### config.mk
export PLATFORM = sky130hd
export DESIGN_NAME = glyph_blit_ctrl_flat
export DESIGN_NICKNAME = d
export VERILOG_FILES = /design/src/rtl/glyph_blit_ctrl_if.sv /design/src/rtl/glyph_blit_ctrl.sv /design/src/flat_wrapper.sv
export SDC_FILE = /design/constraint.sdc
export NUM_CORES = 1
export LEC_CHECK = 0
export BUFFER_PORTS_ARGS = -buffer_cell sky130_fd_sc_hd__buf_4
export CAP_MARGIN = 20
export CORE_MARGIN = 2
export CORE_UTILIZATION = 45
export CTS_BUF_LIST = sky130_fd_sc_hd__clkbuf_4 sky130_fd_sc_hd__clkbuf_8
export CTS_CLUSTER_DIAMETER = 120
export DETAILED_ROUTE_END_ITERATION = 6
export PLACE_DENSITY = 0.74
export SYNTH_ARGS = -nofsm -noshare
export SYNTH_HDL_FRONTEND = slang
export SYNTH_SLANG_ARGS = --single-unit
export TNS_END_PERCENT = 50
### constraint.sdc
create_clock -name clk -period 9.9 [get_ports clk]
set_clock_uncertainty 0.2 [all_clocks]
set_input_delay 0.495 -clock clk [delete_from_list [all_inputs] [get_ports clk]]
set_output_delay 0.495 -clock clk [all_outputs]
set_load 0.02 [all_outputs]
### src/rtl/glyph_blit_ctrl_if.sv
// glyph_blit_ctrl_if: control, glyph ROM and framebuffer write-port signals of the glyph blitter
interface glyph_blit_ctrl_if #(parameter int FB_AW = 17);
  logic start;
  logic [9:0] x0;
  logic [8:0] y0;
  logic opaque;
  logic busy;
  logic done;
  logic [7:0] rom_addr;
  logic rom_pixel;
  logic fb_we;
  logic [FB_AW-1:0] fb_addr;
  logic fb_data;
  logic fb_ready;
  modport master (
    input  start, x0, y0, opaque, rom_pixel, fb_ready,
    output busy, done, rom_addr, fb_we, fb_addr, fb_data
  );
  modport slave (
    output start, x0, y0, opaque, rom_pixel, fb_ready,
    input  busy, done, rom_addr, fb_we, fb_addr, fb_data
  );
endinterface

### src/rtl/glyph_blit_ctrl.sv
// glyph_blit_ctrl: copies a glyph from ROM into the framebuffer; GLYPH_BLIT_CLIP_EN skips off-screen pixels
module glyph_blit_ctrl #(
  parameter int GLYPH_W = 10,
  parameter int GLYPH_H = 16,
  parameter int FB_W = 320,
  parameter int FB_H = 240,
  parameter int FB_AW = 17
) (
  input logic clk,
  input logic reset,
  glyph_blit_ctrl_if.master bus
);
`ifdef GLYPH_BLIT_CLIP_EN
  localparam bit CLIP_EN = 1'b1;
`else
  localparam bit CLIP_EN = 1'b0;
`endif
  typedef enum logic [2:0] {IDLE, FETCH, WAIT, WRITE, DONE} state_t;
  state_t state, nxt;
  logic [9:0] x_l, xs;
  logic [8:0] y_l, ys;
  logic op_l, pix, last, clip, adv;
  logic [3:0] col, row;
  logic [7:0] idx;
  assign xs = x_l + 10'(col);
  assign ys = y_l + 9'(row);
  assign last = idx == 8'(GLYPH_W * GLYPH_H - 1);
  assign clip = CLIP_EN && (32'(xs) >= FB_W || 32'(ys) >= FB_H);
  assign bus.busy = state != IDLE;
  assign bus.done = state == DONE;
  assign bus.fb_we = state == WRITE;
  assign bus.fb_addr = FB_AW'(32'(ys) * FB_W + 32'(xs));
  assign bus.fb_data = pix;
  assign bus.rom_addr = idx;
  always_ff @(posedge clk)
    state <= reset ? IDLE : nxt;
  always_comb begin
    nxt = state;
    adv = 1'b0;
    case (state)
      IDLE: nxt = bus.start ? FETCH : IDLE;
      FETCH: nxt = WAIT;
      WAIT: begin
        adv = clip || !(op_l || bus.rom_pixel);
        nxt = !adv ? WRITE : last ? DONE : FETCH;
      end
      WRITE: begin
        adv = bus.fb_ready;
        nxt = !adv ? WRITE : last ? DONE : FETCH;
      end
      default: nxt = IDLE;
    endcase
  end
  // ROM data is captured in WAIT so fb_data stays stable through any stall
  always_ff @(posedge clk) begin
    if (reset) begin
      x_l <= '0;
      y_l <= '0;
      op_l <= 1'b0;
      pix <= 1'b0;
      col <= '0;
      row <= '0;
      idx <= '0;
    end else begin
      if (state == IDLE && bus.start) begin
        x_l <= bus.x0;
        y_l <= bus.y0;
        op_l <= bus.opaque;
        col <= '0;
        row <= '0;
        idx <= '0;
      end
      if (state == WAIT) pix <= bus.rom_pixel;
      if (adv) begin
        idx <= idx + 8'd1;
        col <= col == 4'(GLYPH_W - 1) ? 4'd0 : col + 4'd1;
        row <= col == 4'(GLYPH_W - 1) ? row + 4'd1 : row;
      end
    end
  end
endmodule

### src/flat_wrapper.sv
// flat-port wrapper written by rule: the top's interface ports become plain ports
module glyph_blit_ctrl_flat 
#(
  parameter int GLYPH_W = 10,
  parameter int GLYPH_H = 16,
  parameter int FB_W = 320,
  parameter int FB_H = 240,
  parameter int FB_AW = 17
)
  (clk, reset, bus_start, bus_x0, bus_y0, bus_opaque, bus_rom_pixel, bus_fb_ready, bus_busy, bus_done, bus_rom_addr, bus_fb_we, bus_fb_addr, bus_fb_data);
  glyph_blit_ctrl_if #(.FB_AW(FB_AW)) bus_i ();
  input logic clk;
  input logic reset;
  input wire logic [$bits(bus_i.start)-1:0] bus_start;
  input wire logic [$bits(bus_i.x0)-1:0] bus_x0;
  input wire logic [$bits(bus_i.y0)-1:0] bus_y0;
  input wire logic [$bits(bus_i.opaque)-1:0] bus_opaque;
  input wire logic [$bits(bus_i.rom_pixel)-1:0] bus_rom_pixel;
  input wire logic [$bits(bus_i.fb_ready)-1:0] bus_fb_ready;
  output wire logic [$bits(bus_i.busy)-1:0] bus_busy;
  output wire logic [$bits(bus_i.done)-1:0] bus_done;
  output wire logic [$bits(bus_i.rom_addr)-1:0] bus_rom_addr;
  output wire logic [$bits(bus_i.fb_we)-1:0] bus_fb_we;
  output wire logic [$bits(bus_i.fb_addr)-1:0] bus_fb_addr;
  output wire logic [$bits(bus_i.fb_data)-1:0] bus_fb_data;
  assign bus_i.start = bus_start;
  assign bus_i.x0 = bus_x0;
  assign bus_i.y0 = bus_y0;
  assign bus_i.opaque = bus_opaque;
  assign bus_i.rom_pixel = bus_rom_pixel;
  assign bus_i.fb_ready = bus_fb_ready;
  assign bus_busy = bus_i.busy;
  assign bus_done = bus_i.done;
  assign bus_rom_addr = bus_i.rom_addr;
  assign bus_fb_we = bus_i.fb_we;
  assign bus_fb_addr = bus_i.fb_addr;
  assign bus_fb_data = bus_i.fb_data;
  glyph_blit_ctrl #(.GLYPH_W(GLYPH_W), .GLYPH_H(GLYPH_H), .FB_W(FB_W), .FB_H(FB_H), .FB_AW(FB_AW)) u_core (.clk(clk), .reset(reset), .bus(bus_i));
endmodule
Yosys cells after proc, flatten, opt, wreduce, memory -nomap -nowiden --
Cells that the tools add are included.
Storage, ports and cells: register bits after elaboration 40, input port bits 25, output and inout bits 29, word-level logic and storage cells 42
Operators by class: $add $sub $neg 6, multiply operators 1, equality and inequality tests 7, muxes and demuxes 13, reductions and logical operators 7
Operator list (number):
- two-way mux 4 bit | 5
- adder 17 x 10 -> 17 bit | 1
- two-way mux 8 bit | 2
- one-hot mux 3 bit (4 select lines) | 1
- multiplier 9 x 3 -> 11 bit (second input constant) | 1
- adder 10 x 4 -> 10 bit | 1
- adder 9 x 4 -> 9 bit | 1
- two-way mux 3 bit | 3
- adder 4 x 1 -> 4 bit (second input constant) | 2
- adder 8 x 1 -> 8 bit (second input constant) | 1
- == test 8 bit (second input constant) | 1
- == test 3 x 2 -> 1 bit (second input constant) | 2
- == test 4 bit (second input constant) | 1
- == test 3 x 1 -> 1 bit (second input constant) | 1
- == test 3 bit (second input constant) | 1
- zero test 3 bit | 1
- nonzero test 3 bit | 1
- != test 2 bit (second input constant) | 1
- one-hot mux 1 bit (2 select lines) | 1
- AND reduction 2 bit | 1
- nonzero test 2 bit | 1
- logical AND 1 bit | 1
- zero test 1 bit | 1
- logical OR 1 bit | 1
- two-way mux 1 bit | 1

Longest topological paths before layout --
Gate-level depths: netlist (run 1).
word-level depth 5, gate-level depth with buffers 17, mapped depth without buffers 17

Worst setup path after synthesis (run 1) --
OpenSTA, ideal clock, no wires.
path type register -> output, start point register u_core.row[0], end point output port bus_fb_addr[16], arrival 3.619 ns, data required time 9.205 ns, slack 5.586 ns, stages on the path, launching flop included 16, path buffers 0, cell sequence dfxtp_1 > ha_1 > inv_1 > fa_1 > nand2b_1 > a21oi_2 > xor2_1 > ha_1 > inv_1 > fa_1 > nand2b_1 > a21oi_1 > mux2_4 > a2111oi_4 > nor3b_2 > xor2_1
On the way: cells in the longest elaborated chain, start to end 3
Ends and longest elaborated chain:
- start, declared | RTL line glyph_blit_ctrl.sv:23 | logic [3:0] col, row;
- start signal, assigned | RTL line glyph_blit_ctrl.sv:77 | row <= col == 4'(GLYPH_W - 1) ? row + 4'd1 : row;
- adder 9 x 4 -> 9 bit | RTL line glyph_blit_ctrl.sv:26 | assign ys = y_l + 9'(row);
- multiplier 9 x 3 -> 11 bit | RTL line glyph_blit_ctrl.sv:32 | assign bus.fb_addr = FB_AW'(32'(ys) * FB_W + 32'(xs));
- adder 17 x 10 -> 17 bit | RTL line glyph_blit_ctrl.sv:32
- end, declared | RTL line flat_wrapper.sv:24 | output wire logic [$bits(bus_i.fb_addr)-1:0] bus_fb_addr;
No other way between the ends.

Worst setup path after layout (run 1) --
Ends and elaborated chain as after synthesis.

==> metrics list, run 1 <==
* Outcome: completed
- Setup repair after global routing left no endpoint under its margin.
- The number of hold violations in the final report came to 0.
- The floorplan has 28 rows.
- Setup total negative slack on the finished layout was measured at 0 ns.
* Final core utilization: 56.1%
- Number of nets produced by synthesis: 395
- The synthesized design spends more area on one cell type than any other, namely sky130_fd_sc_hd__dfxtp_1.
- Initial core utilization: 46.6%
* Iteration count of the initial detailed-routing pass: 4
- After technology mapping, the gate count stands at about 340.
- After detailed routing, the number of remaining DRC violations is 0.
- In this run the biggest area consumer among cell types represents about 29% of the synthesized area.
* FF+latch area: 801 um2
- Type of the worst setup path: register to primary output
* Routed vias: ~2,400
* Setup WS pre-CTS: ~5.4 ns
* Total Routed Length: 5.33 mm
- After detailed placement, the design holds a cell count of 455.
- In this run, the number of DRC markers left after iteration 0 of detailed routing was between 60 and 70.
- Number of global-route vias before repair: 2,252
- Final setup margin: 5.13 ns
- The number of max-slew violations in the final report is 0.
- In this run, CTS created clock tree buffers numbering 5.
- In the routed layout, each cell is associated on average with a via count of 5.21.
* Arrival time of data at the critical path endpoint: slightly above 4 ns
- For the pin with the worst max-slew slack, the measured transition is ~1 ns.
- Leading cell type in the layout, fill and taps excluded: sky130_fd_sc_hd__buf_4
- Largest net degree at the start of global routing: 35
- Net switching component of the power: 0.123 mW
- Area of combinational cells with multiple inputs: between 1500 and 2000 um2
- Unique masters post-synth: 44
* Standby leakage power: 1.49 nW
- Number of hold buffers added after CTS: 0
- The average instance in the mapped netlist occupies between 8 and 9 um2.
* Worst R2R Setup Slack: ~7.6 ns
- Relative contribution of sequential cells to total power: a little over two fifths
- The core region is 5920 um2.
- Placed cell area: between 3000 and 4000 um2
* Cell area after synthesis: around 2800 um2
- In this run the count of I/O pins placed on the die edge is 54.
- Minimum hold slack: 0.251 ns
- Compared with the post-synthesis result, the final layout area differs by 20.4%.
- Largest vdd supply drop: 0.103 mV
* Switching power share of the total: 29.5%
* Beginning of the critical path: u_core.row[0]$_SDFFE_PP0P_
- Number of nets at the end of the flow: 446
- Summing internal, switching and leakage power gives ~0.42 mW.
* Clock share of power: 31.7%
- Horizontal die dimension: 82.3 um
- Total power per unit cell area: 125 nW/um2
- CP Max Fanout: 5
- The Yosys step of the flow raised 0 warnings.
- TritonCTS clock tree: built
* Clock period minus final worst setup slack: 4.77 ns
- Maximum level of the CTS H-tree: 2
- Required time at the endpoint of the critical path: 9.21 ns
* Last weighted congestion value of the routability-driven placer: 0.789
- Most area-consuming cells after synthesis: sky130_fd_sc_hd__dfxtp_1 29%, sky130_fd_sc_hd__ha_1 14%, sky130_fd_sc_hd__nand2_1 6.8%, sky130_fd_sc_hd__a21oi_1 6.7%, sky130_fd_sc_hd__xnor2_1 5.7%
- Most frequent cells in the layout: 53 x sky130_fd_sc_hd__buf_4, 50 x sky130_fd_sc_hd__nand2_1, 40 x sky130_fd_sc_hd__dfxtp_1, 37 x sky130_fd_sc_hd__a21oi_1, 30 x sky130_fd_sc_hd__ha_1
* Clock Tree Root: sky130_fd_sc_hd__clkbuf_8
- Post-synthesis sequential area ratio: approximately 29%
- Post-synthesis register bit count: 40
- The worst register-to-register path begins at u_core.state[1]$_SDFF_PP0_.
- Layout cell share with drive strength beyond 1: between 10% and 20%
- Achievable clock frequency: 210 MHz
- At the later pin of the worst-skew pair, clock insertion delay measures 0.29 ns.
* Post-cts gate resize count: 0
- Fin area: ~3300 um2
- The count of buffers added on input and output ports is 53.
- In this run the tightest slew margin relative to its limit is about a third.
- Cell internal power was estimated by the tool at 0.293 mW.
- Final period utilization: roughly 48%
- Initial antenna violation count: 0
- The tool flagged a number of max-cap violations equal to 0.
* Overall routing resource usage: 17.3%
- The filler cells instantiated in the layout total approximately 570.
- Die Y: 82.3 um
- Total Die Area: approximately 6800 um2
- Dividing the detail-routed wire length by the instance count gives approximately 12 um.
- HPWL after detailed placement: 4.10 mm
- The first global-routing pass estimated 9.31 mm of wire.
- Crit path capture: bus_fb_addr[16]
- Counting cells, the worst reg-to-reg path comes to 5.
- Count of nets left with antenna violations after detail routing: 0
* Comb power frac: 26.1%
- Kind of capture point of the worst setup path: primary output
- After the flow finishes, the layout carries non-filler instances totaling 463.
* Inserted Diodes: 0
- No sink is reached through more buffers than the 2 on the longest clock path.
* End of the worst register-to-register path: u_core.bus.rom_addr[4]$_SDFFE_PP0P_
- Clock Pin Slew Worst Setup and Hold Paths: ~0.070 ns
* Total congestion overflow: 0
- Startpoint kind of the worst setup timing path: register
- Clk sink count: 40
- Setup violations remaining at the end of the flow were counted as 0.
- The min-delay analysis places its worst path in the category input pin to register.
- The number of setup buffers added after CTS is 0.
-- area by class of cell --
class	count	share of cell area, %
tap	75	2.83
clock buffer	6	2.30
clock inverter	2	1.06
inverter	16	1.81
multi-input combinational	271	55.9
sequential	40	24.1
timing repair buffer	53	12.0
-- cells in the mapped netlist (all sizes together) --
cell and n:
clkbuf 7, or3 4, nand4 4, buf 2
fa 4, a2111oi 1, nand2 50, nand3b 2
xor2 14, o21bai 1, mux2 2, a211oi 5
nand3 16, ha 30, a31oi 2, o21ba 1
and2 2, dfxtp 40, o21a 1, inv 16
a21o 5, nor3b 3, o21ai 14, mux2i 1
nor4b 1, nor2b 7, xnor2 18, nand2b 7
nor2 29, a21oi 38, nor4 1, nor3 5
and3 3
-- sequential cells by signal (all words and copies together), names as in the netlist --
name,count
u_core.bus.rom_addr,8
u_core.bus.fb_data,1
u_core.state,3
u_core.row,4
u_core.y_l,9
u_core.col,4
u_core.x_l,10
u_core.op_l,1
-- worst max-delay path, stage by stage, from the launching register on --
cell and delay [ns]:
sky130_fd_sc_hd__dfxtp_1 0.41, sky130_fd_sc_hd__ha_1 0.20, sky130_fd_sc_hd__inv_1 0.06, sky130_fd_sc_hd__fa_1 0.38
sky130_fd_sc_hd__nand2b_1 0.17, sky130_fd_sc_hd__a21oi_2 0.18, sky130_fd_sc_hd__xor2_1 0.11, sky130_fd_sc_hd__ha_1 0.31
sky130_fd_sc_hd__inv_1 0.06, sky130_fd_sc_hd__fa_1 0.44, sky130_fd_sc_hd__nand2b_1 0.17, sky130_fd_sc_hd__a21oi_1 0.17
sky130_fd_sc_hd__mux2_4 0.33, sky130_fd_sc_hd__a2111oi_4 0.39, sky130_fd_sc_hd__nor3b_2 0.09, sky130_fd_sc_hd__xor2_1 0.15
sky130_fd_sc_hd__buf_4 0.16
-- power by group through the flow --
stage                     combinational [mW]  sequential [mW]  clock, mW
after floorplan                       0.0744            0.178          0
after global placement                 0.108            0.179          0
after detailed placement               0.109            0.179          0
after CTS                              0.110            0.176      0.134
after global routing                   0.122            0.177      0.143
final                                  0.108            0.176      0.132
-- how the worst min path moves through the flow --
stage,start,endpoint,depth (start not counted)
3_5_place_dp,u_core.x_l[0]$_SDFFE_PP0P_,u_core.x_l[0]$_SDFFE_PP0P_,2
3_3_place_gp,u_core.y_l[2]$_SDFFE_PP0P_,u_core.y_l[2]$_SDFFE_PP0P_,2
6_report,bus_y0[8],u_core.y_l[8]$_SDFFE_PP0P_,3
5_1_grt,bus_y0[0],u_core.y_l[0]$_SDFFE_PP0P_,3
2_1_floorplan,u_core.x_l[0]$_SDFFE_PP0P_,u_core.x_l[0]$_SDFFE_PP0P_,2
4_1_cts,bus_x0[0],u_core.x_l[0]$_SDFFE_PP0P_,3
-- cell families (layout without fill, tap and decap cells) --
group                    after synthesis  count (layout)  synth area share [%]
AO/OA/AOI/OAI                         68              68                  15.2
adder cells (fa/ha/maj)               34              34                  16.5
XOR/XNOR                              32              32                  10.2
buffers and inverters                 25              77                  3.67
AND/OR/NAND/NOR                      134             134                  24.1
multiplexers                           3               3                  1.32
flip-flops                            40              40                  29.0
-- per-layer routing --
metal / global-route usage [%] / vias to the layer above / routed length, um / share of wire (%)
li1: - / 1260 / - / -
met1: 20.6 / 1108 / 2410 / 45
met2: 31.9 / 39 / 2660 / 50
met3: 2.93 / 6 / 206 / 3.9
met4: 4.17 / 0 / 51 / 0.96
met5: 0 / - / 0 / 0
Power figures use the tool's default switching activity.
==> run 2, diff against run 1 <==
Settings changed: PLACE_DENSITY 0.74 to 0.77.
Clock period 9.9 ns to 4 ns, I/O delays scaled along.
==> run 2 against run 1 <==
- highest routed layer unchanged
- global-route usage increased by 2.3 points
- final cell count rose by 9.1%
- core utilization grew 10 points
- largest cell class unchanged
- the run now ends with negative setup slack left
- sequential cell count did not move
==> metrics list, run 2 (synthesis results as in run 1) <==
- Outcome: finished with violations
- The final reports fail on negative setup slack.
- Count of nets left with antenna violations after detail routing: 0 (unchanged)
- Standby leakage power: 1.77 nW (+18%)
- Final period utilization: 102%
* Startpoint kind of the worst setup timing path: register
- The x dimension of the die came to 82.3 um (unchanged).
- In this run the most critical hold path is launched from reset.
- The number of max-capacitance violations reported is 0 (unchanged).
- The placement row count was 28 (unchanged).
- The number of sinks on the clock net is 40 (unchanged).
* Total congestion overflow: 0 (unchanged)
* Clock Tree Root: sky130_fd_sc_hd__clkbuf_8
* Required time at the endpoint of the critical path: 3.60 ns (-5.61 ns)
- Last weighted congestion value of the routability-driven placer: 0.731 (-7.3%)
- The critical path goes through ha_1, a21o_1, a21oi_2, xnor2_2, ha_1, ha_1, inv_1, fa_2, nand2b_4, a21oi_4, mux2_4, a2111oi_4, nor3b_2, xor2_2, buf_6.
- The total power after layout is 1.06 mW (+160%).
- The reg2reg setup slack is 1.80 ns (-5.82 ns).
- Number of primary I/O pins: 54 (unchanged)
- The footprint of the multi-input gates was 2100 um2 (+13%).
* Terminating pin of the worst hold path: u_core.bus.rom_addr[5]$_SDFFE_PP0P_
- The number of failing setup endpoints in the final timing report is 1 (+1).
- Largest reg by FF count: u_core.x_l
- The total wire length after detailed routing came to 6.57 mm (+23%).
- The maximum buffer depth of the clock tree came to 2 (unchanged).
- The flip-flop count of the largest register, all copies and words added was 10 (unchanged).
* Layout area overhead: 42.7%
- Fill count: 479 (-16%)
- End of the worst register-to-register path: u_core.bus.rom_addr[2]$_SDFFE_PP0P_
- The final net count came to 489 (+9.6%).
- The post-CTS clock slew at the launch and capture registers of the worst setup and hold paths came to 0.08 ns (about the same).
- Inserted Diodes: 0 (unchanged)
- Final setup margin: -0.0637 ns (-5.20 ns)
- The total clock buffers created by CTS came to 5 (unchanged).
- The die extent in y was 82.3 um (unchanged).
* Core region area: 5920 um2 (unchanged)
- Uppermost routed layer: met4
- Layout cell share with drive strength beyond 1: 31.9% (+13 points)
* Routed vias: 2,608 (+8.1%)
* Max stage delay on crit path: 0.39 ns (-0.05 ns)
- HPWL after detailed placement: 4.36 mm (+6.5%)
- The combined global-route utilization of all metal layers is 19.6% (+2.3 points).
- CP most frequent cell: sky130_fd_sc_hd__ha_1
* Slew at the pin with the worst max-slew slack: 0.968 ns (-0.0147 ns)
- The peak supply drop came to 0.215 mV (+110%).
* Met3 wire length: 202 um (-1.9%)
- The wire length per cell after detailed routing came to 13.0 um (+13%).
- CP Max Fanout: 3 (-2)
* Kind of cell adding the most delay to the critical path: adder cells
* Reg-to-reg startpoint: u_core.state[1]$_SDFF_PP0_
* Largest net degree at the start of global routing: 35 (unchanged)
- The first-pass iteration count of the detailed router is 4 (unchanged).
- The DRC violations left was 0 (unchanged).
* Beginning of the critical path: u_core.row[1]$_SDFFE_PP0P_
* Most frequent cells in the layout: 72 x sky130_fd_sc_hd__buf_4, 50 x sky130_fd_sc_hd__nand2_1, 36 x sky130_fd_sc_hd__dfxtp_1, 32 x sky130_fd_sc_hd__a21oi_1, 26 x sky130_fd_sc_hd__nor2_1
* Relative max-transition margin: 35.3% (+0.98 points)
* Arrival time of data at the critical path endpoint: 3.66 ns (-0.41 ns)
- Initial core utilization: 46.6% (unchanged)
- Placed instance count: 466 (+2.4%)
- Min-delay worst type: input pin to register
- The number of max-slew violations in the final report came to 0 (unchanged).
- The port buffer count is 53 (unchanged).
* Type of the worst setup path: register to primary output
- The initial antenna violation count was 0 (unchanged).
* Number of cells on the worst hold path: 2 (-1)
* Initial drt markers: 68 (+11%)
- Total Die Area: 6770 um2 (unchanged)
- Via count normalized by instance count: 5.16 (-0.91%)
- Setup repair after global routing missed its margin: true
* Leading cell type in the layout, fill and taps excluded: sky130_fd_sc_hd__buf_4
- The register cell area after layout is 806 um2 (+0.63%).
- The CTS H-tree depth is 2 (unchanged).
* Worst reg2reg path depth: 5 (unchanged)
* Number of global-route vias before repair: 2,497 (+11%)
- TritonCTS clock tree: built
- Crit path buffers/inverters: 2 (-1)
- The number of hold violations in the final report is 0 (unchanged).
* Routed wl met2: 3.55 mm (+33%)
* Kind of capture point of the worst setup path: primary output
* Global-route wire length before repair: 10.5 mm (+12%)
- Achievable clock frequency: 246 MHz
* Total power per unit cell area: 269 nW/um2 (+120%)
- The number of non-filler instances in the completed layout is 505 (+9.1%).
* Slowest library cell on the worst path: sky130_fd_sc_hd__fa_2
* M1 WL: 2.73 mm (+13%)
- The worst-skew pair later-pin latency is 0.29 ns (about the same).
- Clock period minus final worst setup slack: around 4 ns
-- run 2: repair_timing --
| action | 4_1_cts | 5_1_grt |
|---|---|---|
| buffers inserted | 4 | 7 |
| pin swaps | 16 | 17 |
| gates resized for setup | 32 | 23 |
| setup endpoints to repair | 3 | 5 |
| hold buffers | 21 | 0 |
| hold endpoints to repair | 21 | 0 |
-- run 2: how the worst max path moves through the flow --
| stage | to | slack [ns] | cells after the start |
|---|---|---|---|
| detailed placement | bus_fb_addr[16] | -0.06 | 16 |
| global placement | bus_fb_addr[16] | 0.01 | 16 |
| global route | bus_fb_addr[16] | -0.25 | 15 |
| finish | bus_fb_addr[16] | -0.06 | 15 |
| CTS | bus_fb_addr[16] | -0.01 | 16 |
| floorplan | bus_fb_addr[15] | 0.03 | 14 |
-- run 2: worst reg2reg max path, cell delays in order, from the launching register on --
cell and delay [ns]:
sky130_fd_sc_hd__dfxtp_1 0.38, sky130_fd_sc_hd__nor3_1 0.29, sky130_fd_sc_hd__and2_1 0.69, sky130_fd_sc_hd__nor2_1 0.21
sky130_fd_sc_hd__o21ai_0 0.23, sky130_fd_sc_hd__a21oi_1 0.09
-- run 2: report_power, final --
part           switching [mW]  internal [mW]  total (mW)
clock network           0.135          0.154       0.288
logic                   0.178          0.159       0.336
registers              0.0198          0.417       0.437
-- run 2: metal layers --
layer / vias to the layer above / GRT usage, %
met1: 1219 / 21.4
met5: - / 0
li1: 1327 / -
met2: 52 / 37.7
met3: 10 / 3.04
met4: 0 / 6.83
-- run 2: layout make-up --
type                            instances  area share [%]
Sequential cell                        40            20.5
Clock buffer                            7            2.45
Tap cell                               75            2.38
Inverter                               16            1.53
Multi-Input combinational cell        271            53.3
Timing Repair Buffer                   96            19.9
-- run 2: metrics by stage --
| step | setup TNS [ns] | instance area, um2 | utilization [%] | hold WS [ns] | worst slack (ns) |
|---|---|---|---|---|---|
| after floorplan | 0 | 2770 | - | 0.136 | 0.0309 |
| final | -0.0637 | 3940 | 66.5 | 0.109 | -0.0637 |
| after global routing | -0.597 | 3940 | 66.5 | 0.103 | -0.246 |
| after CTS | -0.0129 | 3770 | 63.8 | 0.102 | -0.0129 |
| after global placement | 0 | 3300 | 55.7 | 0.246 | 0.0147 |
| after detailed placement | -0.0562 | 3300 | 55.7 | 0.251 | -0.0562 |
==> run 3, diff against run 2 <==
Settings changed: MAX_ROUTING_LAYER set to met4.
==> run 3 against run 2 <==
- the flow still finishes with violations (negative setup slack)
- worst setup slack lost 0.0072 ns
- total power about the same
- maximum frequency decreased by 0.18%
- die area unchanged
- combinational power hardly changed
- final cell count did not move
==> metrics list, run 3 (synthesis results as in run 1) <==
- The signed area change from the synthesized netlist to the final layout is 42.7% (unchanged).
* Arrival time of data at the critical path endpoint: 3.67 ns (about the same)
* Setup repair after global routing missed its margin: true
- Number of nets at the end of the flow: 489 (unchanged)
* CP Max Fanout: 3 (unchanged)
* TritonCTS clock tree: built
* Beginning of the critical path: u_core.row[1]$_SDFFE_PP0P_
- The die extent in y came to 82.3 um (unchanged).
* Clock Pin Slew Worst Setup and Hold Paths: 0.07 ns (about the same)
* Placed cell area: 3300 um2 (unchanged)
- Clock period minus final worst setup slack: 4.07 ns (+0.00722 ns)
- The x dimension of the die was 82.3 um (unchanged).
- The register cell area after layout is 806 um2 (unchanged).
- Inserted Diodes: 0 (unchanged)
* Number of global-route vias before repair: 2,495 (-0.080%)
- Iteration count of the initial detailed-routing pass: 4 (unchanged)
- Post-route DRC violation count: 0 (unchanged)
- The number of max-slew violations in the final report is 0 (unchanged).
- The placement-stage worst setup slack is -0.0562 ns (unchanged).
- Core region area: 5920 um2 (unchanged)
* Routed vias: 2,615 (+0.27%)
* Largest net degree at the start of global routing: 35 (unchanged)
- The worst-skew pair later-pin latency came to 0.29 ns (about the same).
- The critical path is of the register to primary output type.
- Final core utilization: 66.5% (unchanged)
* Fill count: 479 (unchanged)
- Last weighted congestion value of the routability-driven placer: 0.740 (+1.2%)
- In this run the clock root is driven by a sky130_fd_sc_hd__clkbuf_8.
- In this run the most critical hold path is launched from reset.
- In the layout the commonest cells are 72 x sky130_fd_sc_hd__buf_4, 50 x sky130_fd_sc_hd__nand2_1, 36 x sky130_fd_sc_hd__dfxtp_1, 32 x sky130_fd_sc_hd__a21oi_1, 26 x sky130_fd_sc_hd__nor2_1.
- Kind of capture point of the worst setup path: primary output
* Global-route wire length before repair: 10.5 mm (unchanged)
- Total power per unit cell area: 270 nW/um2 (about the same)
- In this run the critical register-to-register path is launched from u_core.state[1]$_SDFF_PP0_.
- Fin area: 3940 um2 (unchanged)
- Violated checks: negative setup slack
- Count of nets left with antenna violations after detail routing: 0 (unchanged)
- The count of routing violations after the opening detailed-route iteration was 81 (+19%).
- The placed wire-length estimate after detailed placement was 4.36 mm (unchanged).
- The number of placed I/O pins was 54 (unchanged).
- The footprint of the multi-input gates was 2100 um2 (unchanged).
- The register with the most flip-flops in the final layout is u_core.x_l.
- Relative max-transition margin: 35.8% (+0.49 points)
- The reg2reg setup slack was 1.77 ns (-0.03 ns).
* Final setup margin: -0.0709 ns (-0.00722 ns)
* Final Hold Fails: 0 (unchanged)
* Required time at the endpoint of the critical path: 3.60 ns (about the same)
- Number of flip-flops in the largest register: 10 (unchanged)
* Largest vdd supply drop: 0.214 mV (-0.13%)
* Leading cell type in the layout, fill and taps excluded: sky130_fd_sc_hd__buf_4
- The full die area is 6770 um2 (unchanged).
- The maximum buffer depth of the clock tree is 2 (unchanged).
- The worst setup path is launched from a register.
* Port buffer count: 53 (unchanged)
- The placement row count was 28 (unchanged).
- Min-delay worst type: input pin to register
* Clk sink count: 40 (unchanged)
* Total Routed Length: 6.59 mm (+0.29%)
* Inserted Clock Buffers: 5 (unchanged)
- Via count normalized by instance count: 5.18 (+0.27%)
- The leakage power total was 1.77 nW (unchanged).
- The aggregate global routing overflow is 0 (unchanged).
- Overall routing resource usage: 20.1% (+0.55 points)
- The ratio of final minimum period to clock period came to 102% (+0.18 points).
* Slew at the pin with the worst max-slew slack: 0.960 ns (-0.00731 ns)
- The effective utilization at floorplan is 46.6% (unchanged).
- The highest attainable clock frequency came to 246 MHz (-0.18%).
* Max-Cap Viols: 0 (unchanged)
- Initial antenna violation count: 0 (unchanged)
- Maximum level of the CTS H-tree: 2 (unchanged)
- The fraction of final layout cells with drive strength greater than 1 is 31.9% (unchanged).
- Outcome: finished with violations
* Count of final setup violators: 1 (unchanged)
- Routed length per placed instance: 13.1 um (+0.29%)
run 3: cell counts in the layout (fill, tap and decap cells not counted):
No cell type changed its count.
run 3: stage by stage:
stage / std cells / hold WS (ns) / power (mW) / setup TNS (ns)
2_1_floorplan: 336 / 0.136 / 0.626 / 0
3_3_place_gp: 466 / 0.246 / 0.717 / 0
3_5_place_dp: 466 / 0.251 / 0.724 / -0.0562
4_1_cts: 498 / 0.102 / 1.04 / -0.0129
5_1_grt: 505 / 0.103 / 1.12 / -0.597
6_report: 505 / 0.104 / 1.06 / -0.0709
run 3: critical path, stage by stage, from the launching register on:
cell,delay (ns)
sky130_fd_sc_hd__dfxtp_1,0.33
sky130_fd_sc_hd__ha_1,0.29
sky130_fd_sc_hd__a21o_1,0.20
sky130_fd_sc_hd__a21oi_2,0.21
sky130_fd_sc_hd__xnor2_2,0.10
sky130_fd_sc_hd__ha_1,0.30
sky130_fd_sc_hd__ha_1,0.19
sky130_fd_sc_hd__inv_1,0.07
sky130_fd_sc_hd__fa_2,0.39
sky130_fd_sc_hd__nand2b_4,0.17
sky130_fd_sc_hd__a21oi_4,0.15
sky130_fd_sc_hd__mux2_4,0.32
sky130_fd_sc_hd__a2111oi_4,0.26
sky130_fd_sc_hd__nor3b_2,0.11
sky130_fd_sc_hd__xor2_2,0.16
sky130_fd_sc_hd__buf_6,0.14
run 3: layer usage:
metal,global-route usage (%),vias up,share of wire (%),wire length (um)
met5,-,-,0,0
met4,6.83,0,1.7,110
met3,3.04,11,3.0,199
met2,37.7,45,53,3510
met1,21.4,1233,42,2770
li1,-,1326,-,-
run 3: path summary, 6_finish.rpt:
| check | depth (start not counted) | end |
|---|---|---|
| worst max-delay path | 15 | bus_fb_addr[16] |
| worst min-delay path | 2 | u_core.bus.rom_addr[5]$_SDFFE_PP0P_ |
| worst max register to register | 5 | u_core.bus.rom_addr[2]$_SDFFE_PP0P_ |
| worst min register to register | 2 | u_core.x_l[2]$_SDFFE_PP0P_ |
run 3: layout make-up:
cell class / instances / share of cell area, %
multi-input combinational: 271 / 53.3
tap: 75 / 2.38
clock buffer: 7 / 2.45
sequential: 40 / 20.5
timing repair buffer: 96 / 19.9
inverter: 16 / 1.53
run 3: power breakdown:
| group | internal, mW | switching [mW] |
|---|---|---|
| Combinational | 0.159 | 0.178 |
| Sequential | 0.417 | 0.0200 |
| Clock | 0.154 | 0.135 |
run 3: what timing repair did:
| item | 4_1_cts | 5_1_grt |
|---|---|---|
| hold endpoints to repair | 21 | 0 |
| buffers inserted | 4 | 7 |
| resized for setup | 32 | 23 |
| hold buffers | 21 | 0 |
| pin swaps | 16 | 17 |
| setup endpoints to repair | 3 | 5 |
